--- config.mk ---
export PLATFORM = sky130hd
export DESIGN_NAME = block_animator
export DESIGN_NICKNAME = d
export VERILOG_FILES = /design/src/rtl/block_animator_pkg.sv /design/src/rtl/block_animator_box_scanner.sv /design/src/rtl/block_animator.sv
export SDC_FILE = /design/constraint.sdc
export NUM_CORES = 1
export LEC_CHECK = 0
export ABC_CLOCK_PERIOD_IN_PS = 8300
export CELL_PAD_IN_SITES_DETAIL_PLACEMENT = 2
export CELL_PAD_IN_SITES_GLOBAL_PLACEMENT = 2
export CORE_ASPECT_RATIO = 1.5
export CORE_MARGIN = 4
export CORE_UTILIZATION = 35
export CTS_CLUSTER_SIZE = 28
export DETAILED_ROUTE_END_ITERATION = 8
export PLACE_DENSITY = 0.88
export SETUP_SLACK_MARGIN = 0.2
export SLEW_MARGIN = 20
export SYNTH_ARGS = -nofsm -noshare
export SYNTH_HDL_FRONTEND = slang
export SYNTH_SLANG_ARGS = --single-unit
--- constraint.sdc ---
create_clock -name clk -period 8.3 [get_ports clk]
set_clock_uncertainty 0.15 [all_clocks]
set_input_delay 1.66 -clock clk [delete_from_list [all_inputs] [get_ports clk]]
set_output_delay 1.66 -clock clk [all_outputs]
set_load 0.005 [all_outputs]
--- src/rtl/block_animator_pkg.sv ---
// Shared types and constants for the sliding-block animator.
package block_animator_pkg;

   typedef enum logic [2:0] {
      ST_IDLE  = 3'd0,
      ST_ERASE = 3'd1,
      ST_MOVE  = 3'd2,
      ST_DRAW  = 3'd3,
      ST_DONE  = 3'd4
   } state_t;

   localparam int COLOUR_W = 3;   // adapter colour width
   localparam int DIM_W    = 4;   // block width/height and scan counter width

   localparam logic DIR_RIGHT = 1'b1;
   localparam logic DIR_LEFT  = 1'b0;

   // A requested width of 0 is treated as a 1-pixel block.
   function automatic logic [DIM_W-1:0] eff_width(input logic [DIM_W-1:0] w);
      return (w == '0) ? DIM_W'(1) : w;
   endfunction

endpackage

--- src/rtl/block_animator_box_scanner.sv ---
// Rectangle scanner: px runs fastest, py advances when px wraps.
// Shared by the erase and draw passes; cleared whenever it is idle.
module block_animator_box_scanner
   import block_animator_pkg::*;
(
   input  logic             clk,
   input  logic             resetn,
   input  logic             clr,
   input  logic             en,
   input  logic [DIM_W-1:0] width,
   input  logic [DIM_W-1:0] height,
   output logic [DIM_W-1:0] px,
   output logic [DIM_W-1:0] py,
   output logic             last
);

   logic [DIM_W-1:0] px_q, px_d;
   logic [DIM_W-1:0] py_q, py_d;
   logic             px_end;

   // Next counter values; last flags the final pixel of the rectangle.
   always_comb begin
      px_end = (px_q == width - DIM_W'(1));
      last   = px_end && (py_q == height - DIM_W'(1));
      px_d   = px_q;
      py_d   = py_q;
      if (clr) begin
         px_d = '0;
         py_d = '0;
      end else if (en) begin
         if (px_end) begin
            px_d = '0;
            py_d = last ? '0 : py_q + DIM_W'(1);
         end else begin
            px_d = px_q + DIM_W'(1);
         end
      end
   end

   // Counter registers.
   always_ff @(posedge clk or negedge resetn) begin
      if (!resetn) begin
         px_q <= '0;
         py_q <= '0;
      end else begin
         px_q <= px_d;
         py_q <= py_d;
      end
   end

   assign px = px_q;
   assign py = py_q;

endmodule

--- src/rtl/block_animator.sv ---
// Per-frame erase / step / redraw of a bouncing block, one pixel per cycle.
module block_animator
   import block_animator_pkg::*;
#(
   parameter int                  X_W       = 8,
   parameter int                  Y_W       = 7,
   parameter int                  X_MAX     = 159,
   parameter int                  BOX_H     = 4,
   parameter logic [COLOUR_W-1:0] BG_COLOUR = 3'b000
) (
   input  logic                clk,
   input  logic                resetn,
   input  logic                frame_tick,
   input  logic                run,
   input  logic [Y_W-1:0]      row_y,
   input  logic [COLOUR_W-1:0] colour_in,
   input  logic [DIM_W-1:0]    blk_w,
   output logic [X_W-1:0]      x_out,
   output logic [Y_W-1:0]      y_out,
   output logic [COLOUR_W-1:0] colour_out,
   output logic                plot,
   output logic                busy,
   output logic                frame_done,
   output logic [X_W-1:0]      pos_x
);

   localparam logic [X_W:0] XMAX_E = (X_W+1)'(X_MAX);
   localparam logic [X_W:0] ONE_E  = (X_W+1)'(1);

   state_t              state_q, state_d;
   logic                tick_q, tick_d;
   logic [X_W-1:0]      pos_q, pos_d;
   logic                dir_q, dir_d;
   logic [DIM_W-1:0]    drawn_w_q, drawn_w_d;
   logic [Y_W-1:0]      drawn_y_q, drawn_y_d;
   logic [DIM_W-1:0]    w_q, w_d;
   logic [Y_W-1:0]      row_q, row_d;
   logic [COLOUR_W-1:0] colour_q, colour_d;

   logic                rise;
   logic                scan_en;
   logic [DIM_W-1:0]    scan_w, scan_px, scan_py;
   logic                scan_last;

   logic [X_W:0]        pos_e, w_e, pos_c, right_c;
   logic [X_W-1:0]      pos_step;
   logic                dir_step;

   assign scan_en = (state_q == ST_ERASE) || (state_q == ST_DRAW);
   assign scan_w  = (state_q == ST_ERASE) ? drawn_w_q : w_q;

   block_animator_box_scanner u_scan (
      .clk    (clk),
      .resetn (resetn),
      .clr    (!scan_en),
      .en     (scan_en),
      .width  (scan_w),
      .height (DIM_W'(BOX_H)),
      .px     (scan_px),
      .py     (scan_py),
      .last   (scan_last)
   );

   // Clamp a grown block back on screen, then take one bouncing step.
   // One bit of headroom keeps pos+w from wrapping before the compare.
   always_comb begin
      w_e      = (X_W+1)'(w_q);
      pos_e    = (X_W+1)'(pos_q);
      pos_c    = (pos_e + w_e - ONE_E > XMAX_E) ? XMAX_E + ONE_E - w_e : pos_e;
      right_c  = pos_c + w_e - ONE_E;
      dir_step = dir_q;
      pos_step = X_W'(pos_c);
      if (w_e == XMAX_E + ONE_E) begin
         pos_step = '0;
      end else if (dir_q == DIR_RIGHT) begin
         if (right_c == XMAX_E) begin
            dir_step = DIR_LEFT;
            pos_step = X_W'(pos_c - ONE_E);
         end else begin
            pos_step = X_W'(pos_c + ONE_E);
         end
      end else begin
         if (pos_c == '0) begin
            dir_step = DIR_RIGHT;
            pos_step = X_W'(pos_c + ONE_E);
         end else begin
            pos_step = X_W'(pos_c - ONE_E);
         end
      end
   end

   // Frame sequencing: edge detect, parameter latching and the state walk.
   always_comb begin
      rise      = frame_tick & ~tick_q;
      tick_d    = frame_tick;
      state_d   = state_q;
      pos_d     = pos_q;
      dir_d     = dir_q;
      drawn_w_d = drawn_w_q;
      drawn_y_d = drawn_y_q;
      w_d       = w_q;
      row_d     = row_q;
      colour_d  = colour_q;
      unique case (state_q)
         ST_IDLE: begin
            if (rise && run) begin
               row_d    = row_y;
               colour_d = colour_in;
               w_d      = eff_width(blk_w);
               state_d  = (drawn_w_q != '0) ? ST_ERASE : ST_MOVE;
            end
         end
         ST_ERASE: begin
            if (scan_last) state_d = ST_MOVE;
         end
         ST_MOVE: begin
            pos_d   = pos_step;
            dir_d   = dir_step;
            state_d = ST_DRAW;
         end
         ST_DRAW: begin
            if (scan_last) begin
               drawn_w_d = w_q;
               drawn_y_d = row_q;
               state_d   = ST_DONE;
            end
         end
         ST_DONE: state_d = ST_IDLE;
         default: state_d = ST_IDLE;
      endcase
   end

   // State and datapath registers.
   always_ff @(posedge clk or negedge resetn) begin
      if (!resetn) begin
         state_q   <= ST_IDLE;
         tick_q    <= 1'b0;
         pos_q     <= '0;
         dir_q     <= DIR_RIGHT;
         drawn_w_q <= '0;
         drawn_y_q <= '0;
         w_q       <= '0;
         row_q     <= '0;
         colour_q  <= '0;
      end else begin
         state_q   <= state_d;
         tick_q    <= tick_d;
         pos_q     <= pos_d;
         dir_q     <= dir_d;
         drawn_w_q <= drawn_w_d;
         drawn_y_q <= drawn_y_d;
         w_q       <= w_d;
         row_q     <= row_d;
         colour_q  <= colour_d;
      end
   end

   // Pixel outputs come from registered state and counters only; zero when not plotting.
   always_comb begin
      plot       = scan_en;
      busy       = (state_q != ST_IDLE);
      frame_done = (state_q == ST_DONE);
      x_out      = '0;
      y_out      = '0;
      colour_out = '0;
      if (state_q == ST_ERASE) begin
         x_out      = pos_q + X_W'(scan_px);
         y_out      = drawn_y_q + Y_W'(scan_py);
         colour_out = BG_COLOUR;
      end else if (state_q == ST_DRAW) begin
         x_out      = pos_q + X_W'(scan_px);
         y_out      = row_q + Y_W'(scan_py);
         colour_out = colour_q;
      end
   end

   assign pos_x = pos_q;

endmodule

**After elaboration in Yosys (flattened, before gate mapping)**

Index checks and enable logic that the tools add are counted.

- Add/subtract/negate cells: 13
- Multiply operators: 0
- Div/mod/pow operators: 0
- Magnitude comparators: 1
- Equality and inequality tests: 11
- Shift operators: 0
- Muxes and demuxes: 25
- Bitwise logic cells: 2
- Reductions and logical operators: 11

Operators with widths:

| kind | count |
|---|---|
| $mux 8 | 5 |
| $mux 4 | 7 |
| $sub 9x1->9 const B | 2 |
| $mux 3 | 5 |
| $add 7x4->7 | 2 |
| $mux 7 | 2 |
| $pmux 3 s4 | 1 |
| $add 8x4->9 | 1 |
| $add 9x4->9 | 1 |
| $eq 9x8->1 const B | 1 |
| $gt 9x8->1 const B | 1 |
| $logic_not 9->1 | 1 |
| $mux 9 | 1 |
| $sub 8x4->9 const A | 1 |
| $add 4x1->4 const B | 2 |
| $add 8x1->8 const B | 1 |
| $add 8x4->8 | 1 |
| $sub 8x1->8 const B | 1 |
| $eq 3x2->1 const B | 2 |
| $ne 2x2->1 const B | 3 |
| $eq 4x2->1 const B | 1 |
| $eq 4x4->1 | 1 |
| $logic_not 4->1 | 1 |
| $reduce_and 2->1 | 2 |
| other kinds (14) | 17 |

- Bits in registers: 46
- Bits in latches: 0
- RAM bits: 0
- ROM bits: 0
- Output and inout bits: 29
- Word-level logic and storage cells: 74
- Memories: 0

**Longest topological paths before layout**

- Depth in word-level cells: 9
- Gate-level depth with buffers: 28

**By module**

Synthesis repeated with hierarchy kept, for this count alone.

- Cell total of the unflattened synthesis: 467
- Area, all modules: 4159.0 µm²

Modules (own cells, without submodules):

| module | instances | cells each | area each (µm²) | seq. area each (µm²) |
|---|---|---|---|---|
| block_animator | 1 | 398 | 3514.6 | 952.2 |
| block_animator_box_scanner | 1 | 69 | 644.4 | 200.2 |

**Worst setup path after synthesis**

OpenSTA, ideal clock, no wires.

- Path type: reg-to-reg
- From: register pos_q[3], in the netlist pos_x[3]
- To: register pos_q[4], in the netlist pos_x[4]
- Arrival time: 6041 ps
- Data required time: 8018 ps
- Setup slack: 1978 ps
- Stages on the path, launching flop included: 28
- Path buffers: 3
- Period minus slack after synthesis: 6322 ps
- Path through: dfrtp_1 -> clkbuf_1 -> inv_1 -> ha_1 -> inv_1 -> ha_1 -> nand3_1 -> nor2_1 -> or4b_4 -> and3_4 -> or3_1 -> buf_6 -> buf_4 -> a21oi_1 -> ha_1 -> inv_1 -> ha_1 -> inv_1 -> fa_1 -> nand2b_1 -> a21boi_0 -> o21ai_0 -> a211oi_1 -> o211ai_1 -> and3_1 -> or3_1 -> nand4_1 -> or3b_1

- Longest elaborated chain between the ends: 9
- Elaborated cells between the ends (all ways): 13
- Those cells by class: add/sub: 6; order compare: 1; eq/ne: 1; mux: 4; reduce/logical: 1

Ends and longest elaborated chain:

| element | line | text |
|---|---|---|
| start, declared | block_animator.sv:32 | `logic [X_W-1:0] pos_q, pos_d;` |
| start signal, assigned | block_animator.sv:148 | `pos_q <= pos_d;` |
| $add 8x4->9 | block_animator.sv:69 | `pos_c = (pos_e + w_e - ONE_E > XMAX_E) ? XMAX_E + ONE_E - w_e : pos_e;` |
| $sub 9x1->9 | block_animator.sv:69 |  |
| $gt 9x8->1 | block_animator.sv:69 |  |
| $mux 9 * | block_animator.sv:69 |  |
| $add 9x4->9 | block_animator.sv:70 | `right_c = pos_c + w_e - ONE_E;` |
| $sub 9x1->9 | block_animator.sv:70 |  |
| $eq 9x8->1 | block_animator.sv:76 | `if (right_c == XMAX_E) begin` |
| $mux 8 | block_animator.sv:76 |  |
| $mux 8 * | block_animator.sv:75 | `end else if (dir_q == DIR_RIGHT) begin` |

Mark *: on every way between the ends. The rest lies on a longest branch, timed or not.
A chain may end at the register's enable or synchronous reset.

**Final worst setup path**

- From: register w_q[1]
- To: register pos_q[4], in the netlist pos_x[4]

- Longest elaborated chain between the ends: 9
- Elaborated cells between the ends (all ways): 14
- Those cells by class: add/sub: 7; order compare: 1; eq/ne: 1; mux: 4; reduce/logical: 1

Ends and longest elaborated chain:

| element | line | text |
|---|---|---|
| start, declared | block_animator.sv:36 | `logic [DIM_W-1:0] w_q, w_d;` |
| start signal, assigned | block_animator.sv:152 | `w_q <= w_d;` |
| $add 8x4->9 | block_animator.sv:69 |  |
| $sub 9x1->9 | block_animator.sv:69 |  |
| $gt 9x8->1 | block_animator.sv:69 |  |
| $mux 9 | block_animator.sv:69 |  |
| $add 9x4->9 | block_animator.sv:70 |  |
| $sub 9x1->9 | block_animator.sv:70 |  |
| $eq 9x8->1 | block_animator.sv:76 |  |
| $mux 8 | block_animator.sv:76 |  |
| $mux 8 * | block_animator.sv:75 |  |

Marks and branches as above.

==> results.py <==
metrics = {
    "power_and_ir_drop": {
        "leakage_nw": 2.19,
        "vdd_ir_drop_max_mv": 0.228,
        "pwr_density_cell_nw_per_um2": 451,
    },
    "route": {
        "drc": 0,
        "avgViaCountPerCell": 5.65,
        "firstDrtPassIters": 4,
        "top_layer": "met4",
        "routedWlPerCell_um": 21.7,
        "finalWirelength_um": 14000,
        "routedLengthMet1_um": 4950,
        "met2_length_um": 8330,
        "postRouteAntennaNets": 0,
        "routed-wl-met3_um": 326,
        "vias": 3652,
        "drt_iter0_markers": 118,
    },
    "finish": {
        "final_cells": 646,
        "syn_to_final_growth_pct": 18.7,
        "drive_gt1_frac": 0.100,
        "final_nets": 562,
        "insertedDiodeCount": 0,
        "n_fill_cell": 1250,
    },
    "yosys": {
        "yosys_warnings": 0,
        "ys_ff_latch": 46,
        "synthArstFlopShare": 1.00,
        "synth_edf_count": 0,
        "netlist_area_um2": 4060,
        "ys_seq_area_frac": 0.284,
        "ys_types": 60,
        "synth-main-ff-cell": "dfrtp_1",
        "synth.net_count": 521,
        "yosysMostFrequentCell": "dfrtp_1",
        "syn_avg_cell_area_um2": 8.88,
        "synthTopCellsByArea": "dfrtp_1 28%, ha_1 13%, mux2_2 6.7%",
        "synthCells": 457,
        "yosysTopAreaCell": "dfrtp_1",
        "netlist.area_leader.share": 0.277,
        "synth_common_cells": "45 x dfrtp_1, 42 x nor2_1, 41 x ha_1",
    },
    "die": {
        "die_y_um": 140,
        "dieArea_um2": 13400,
        "row_count": 47,
        "pin_count": 47,
        "core_um2": 11200,
        "die_width_um": 95.9,
        "start_util": 0.363,
    },
    "sta": {
        "drv_slew": 0,
        "fin_crit_sh": 0.874,
        "slew_headroom": 0.361,
        "final.setup.tns_ns": 0,
        "min_period_ns": 7.25,
        "worst_pin_slew_ns": 0.949,
        "setup_violations": 0,
        "layout_setup_ws_ns": 1.05,
        "timing.fmax_ghz": 0.138,
        "rsz0062_at_grt": "false",
        "hold_viol": 0,
    },
    "clocking": {
        "htreeDepth": 2,
        "path_clk_slew_ns": 0.07,
        "root_buffer": "clkbuf_16",
        "clock-sinks": 46,
        "cts_tree": "built",
        "cts_buffer_depth": 2,
        "clkLatencyLatePin_ns": 0.29,
        "holdBufCountCts": 0,
        "cts_buffers": 5,
    },
    "worst_setup_path": {
        "reg2reg_to": "pos_x[4]$_DFFE_PN0N_",
        "critPathLaunch": "w_q[1]$_DFFE_PN0P_",
        "crit_fanout": 10,
        "crit_path_end_kind": "flip-flop",
        "regToRegSetupSlack_ns": 1.05,
        "slowest_delay_ns": 0.72,
        "cp_slowest_cell": "nor3_2",
        "crit_required_ns": 8.32,
        "critPathLaunchType": "flip-flop",
        "crit_arrival_ns": 7.27,
        "worst_r2r_startpoint": "w_q[1]$_DFFE_PN0P_",
        "crit_type": "flip-flop to flip-flop",
        "crit_top_cell": "inv_1",
        "ff2ff_path_depth": 27,
    },
    "job": {
        "drv_cap": 0,
    },
    "grt": {
        "grt_max_degree": 47,
        "gr-total-overflow": 0,
        "grt_pass1_wl_um": 22800,
        "antenna_found_initial": 0,
        "grt_pass1_vias": 4257,
        "grtUsageTotal": 0.219,
    },
    "worst_hold_path": {
        "holdPathEnd": "colour_q[0]$_DFFE_PN0P_",
        "min_path_type": "flip-flop to flip-flop",
        "hold_path_startpoint": "colour_q[0]$_DFFE_PN0P_",
        "hold_depth": 1,
    },
    "outcome": {
        "status": "finished, final reports clean",
    },
    "place": {
        "dp_cells": 638,
        "pre_cts_slack_ns": 0.936,
        "gp_congestion": 0.884,
        "hpwl_um": 11000,
        "portBuffers": 46,
    },
}
[where the power goes]
group,internal [W],switching [W]
Combinational,0.000681,0.000845
Sequential,0.000288,0.000122
Clock,0.000143,0.0000943
[critical path, delay by kind of cell (launching register included)]
| kind | cells | cell delay, ns |
|---|---|---|
| buf+inv | 5 | 0.52 |
| fa+ha+maj | 6 | 1.78 |
| simple gates | 7 | 2.27 |
| compound gates | 8 | 1.75 |
| flops | 1 | 0.47 |
| xor+xnor | 1 | 0.19 |
[state kept, by name, indices dropped and copies added (netlist names)]
| register | flops |
|---|---|
| u_scan.py | 4 |
| dir_q | 1 |
| row_q | 7 |
| tick_q | 1 |
| pos_x | 8 |
| drawn_w_q | 4 |
| u_scan.px | 4 |
| colour_q | 3 |
| w_q | 4 |
| state_q | 3 |
| drawn_y_q | 7 |
[per-stage QoR]
step / util / hold slack [ns] / power [W] / cell area, µm²
floorplan: - / 0.321 / 0.00140 / 4060
global placement: 0.416 / 0.332 / 0.00179 / 4650
detailed placement: 0.416 / 0.345 / 0.00193 / 4650
CTS: 0.431 / 0.370 / 0.00220 / 4810
global route: 0.431 / 0.387 / 0.00239 / 4820
finish: 0.431 / 0.369 / 0.00217 / 4820
[layout make-up]
| class | count | area, µm² | share of cell area |
|---|---|---|---|
| sequential | 46 | 1150 | 0.239 |
| clock inverter | 2 | 37.5 | 0.00779 |
| multi-input combinational | 357 | 2700 | 0.559 |
| clock buffer | 6 | 129 | 0.0267 |
| timing repair buffer | 48 | 470 | 0.0976 |
| tap | 147 | 184 | 0.0382 |
| inverter | 40 | 150 | 0.0312 |
[repair_timing]
item,CTS,global route
buffers inserted,0,0
resized for setup,0,1
setup endpoints to repair,0,1
[how the worst max path moves through the flow]
stage                                       to  slack, ns  depth (start not counted)
after floorplan           pos_x[4]$_DFFE_PN0N_       1.98                         27
after global placement    pos_x[4]$_DFFE_PN0N_       1.37                         26
after detailed placement  pos_x[4]$_DFFE_PN0N_       0.94                         26
after CTS                 pos_x[4]$_DFFE_PN0N_       0.81                         26
after global routing      pos_x[4]$_DFFE_PN0N_       0.34                         27
final                     pos_x[4]$_DFFE_PN0N_       1.05                         27
[per-layer routing]
metal,vias to the layer above,global-route usage
li1,1688,-
met1,1862,0.220
met2,71,0.439
met3,31,0.0279
met4,0,0.0742
met5,-,0
[cells by family (layout without fill, tap and decap cells)]
family | after synthesis | count (layout) | synth area share
buf+inv | 54 | 96 | 0.0530
fa+ha+maj | 46 | 46 | 0.151
compound gates | 89 | 89 | 0.141
flops | 46 | 46 | 0.284
xor+xnor | 30 | 30 | 0.0647
mux | 38 | 38 | 0.105
simple gates | 154 | 154 | 0.201
[placed cells by master (no fill, tap or decap), drive strengths merged, types with 4 or more instances in the layout]
cell type	n
a211oi	4
a21o	10
a21oi	21
a31oi	6
and2	5
and3	6
clkbuf	6
clkdlybuf4s50	45
dfrtp	45
fa	5
ha	41
inv	38
mux2	25
mux2i	12
nand2	30
nand2b	6
nand3	17
nand4	5
nor2	42
nor2b	8
nor3	12
o211ai	7
o21ai	21
or2	4
or3	6
xnor2	22
xor2	8
(Power assumes the default switching activity.)
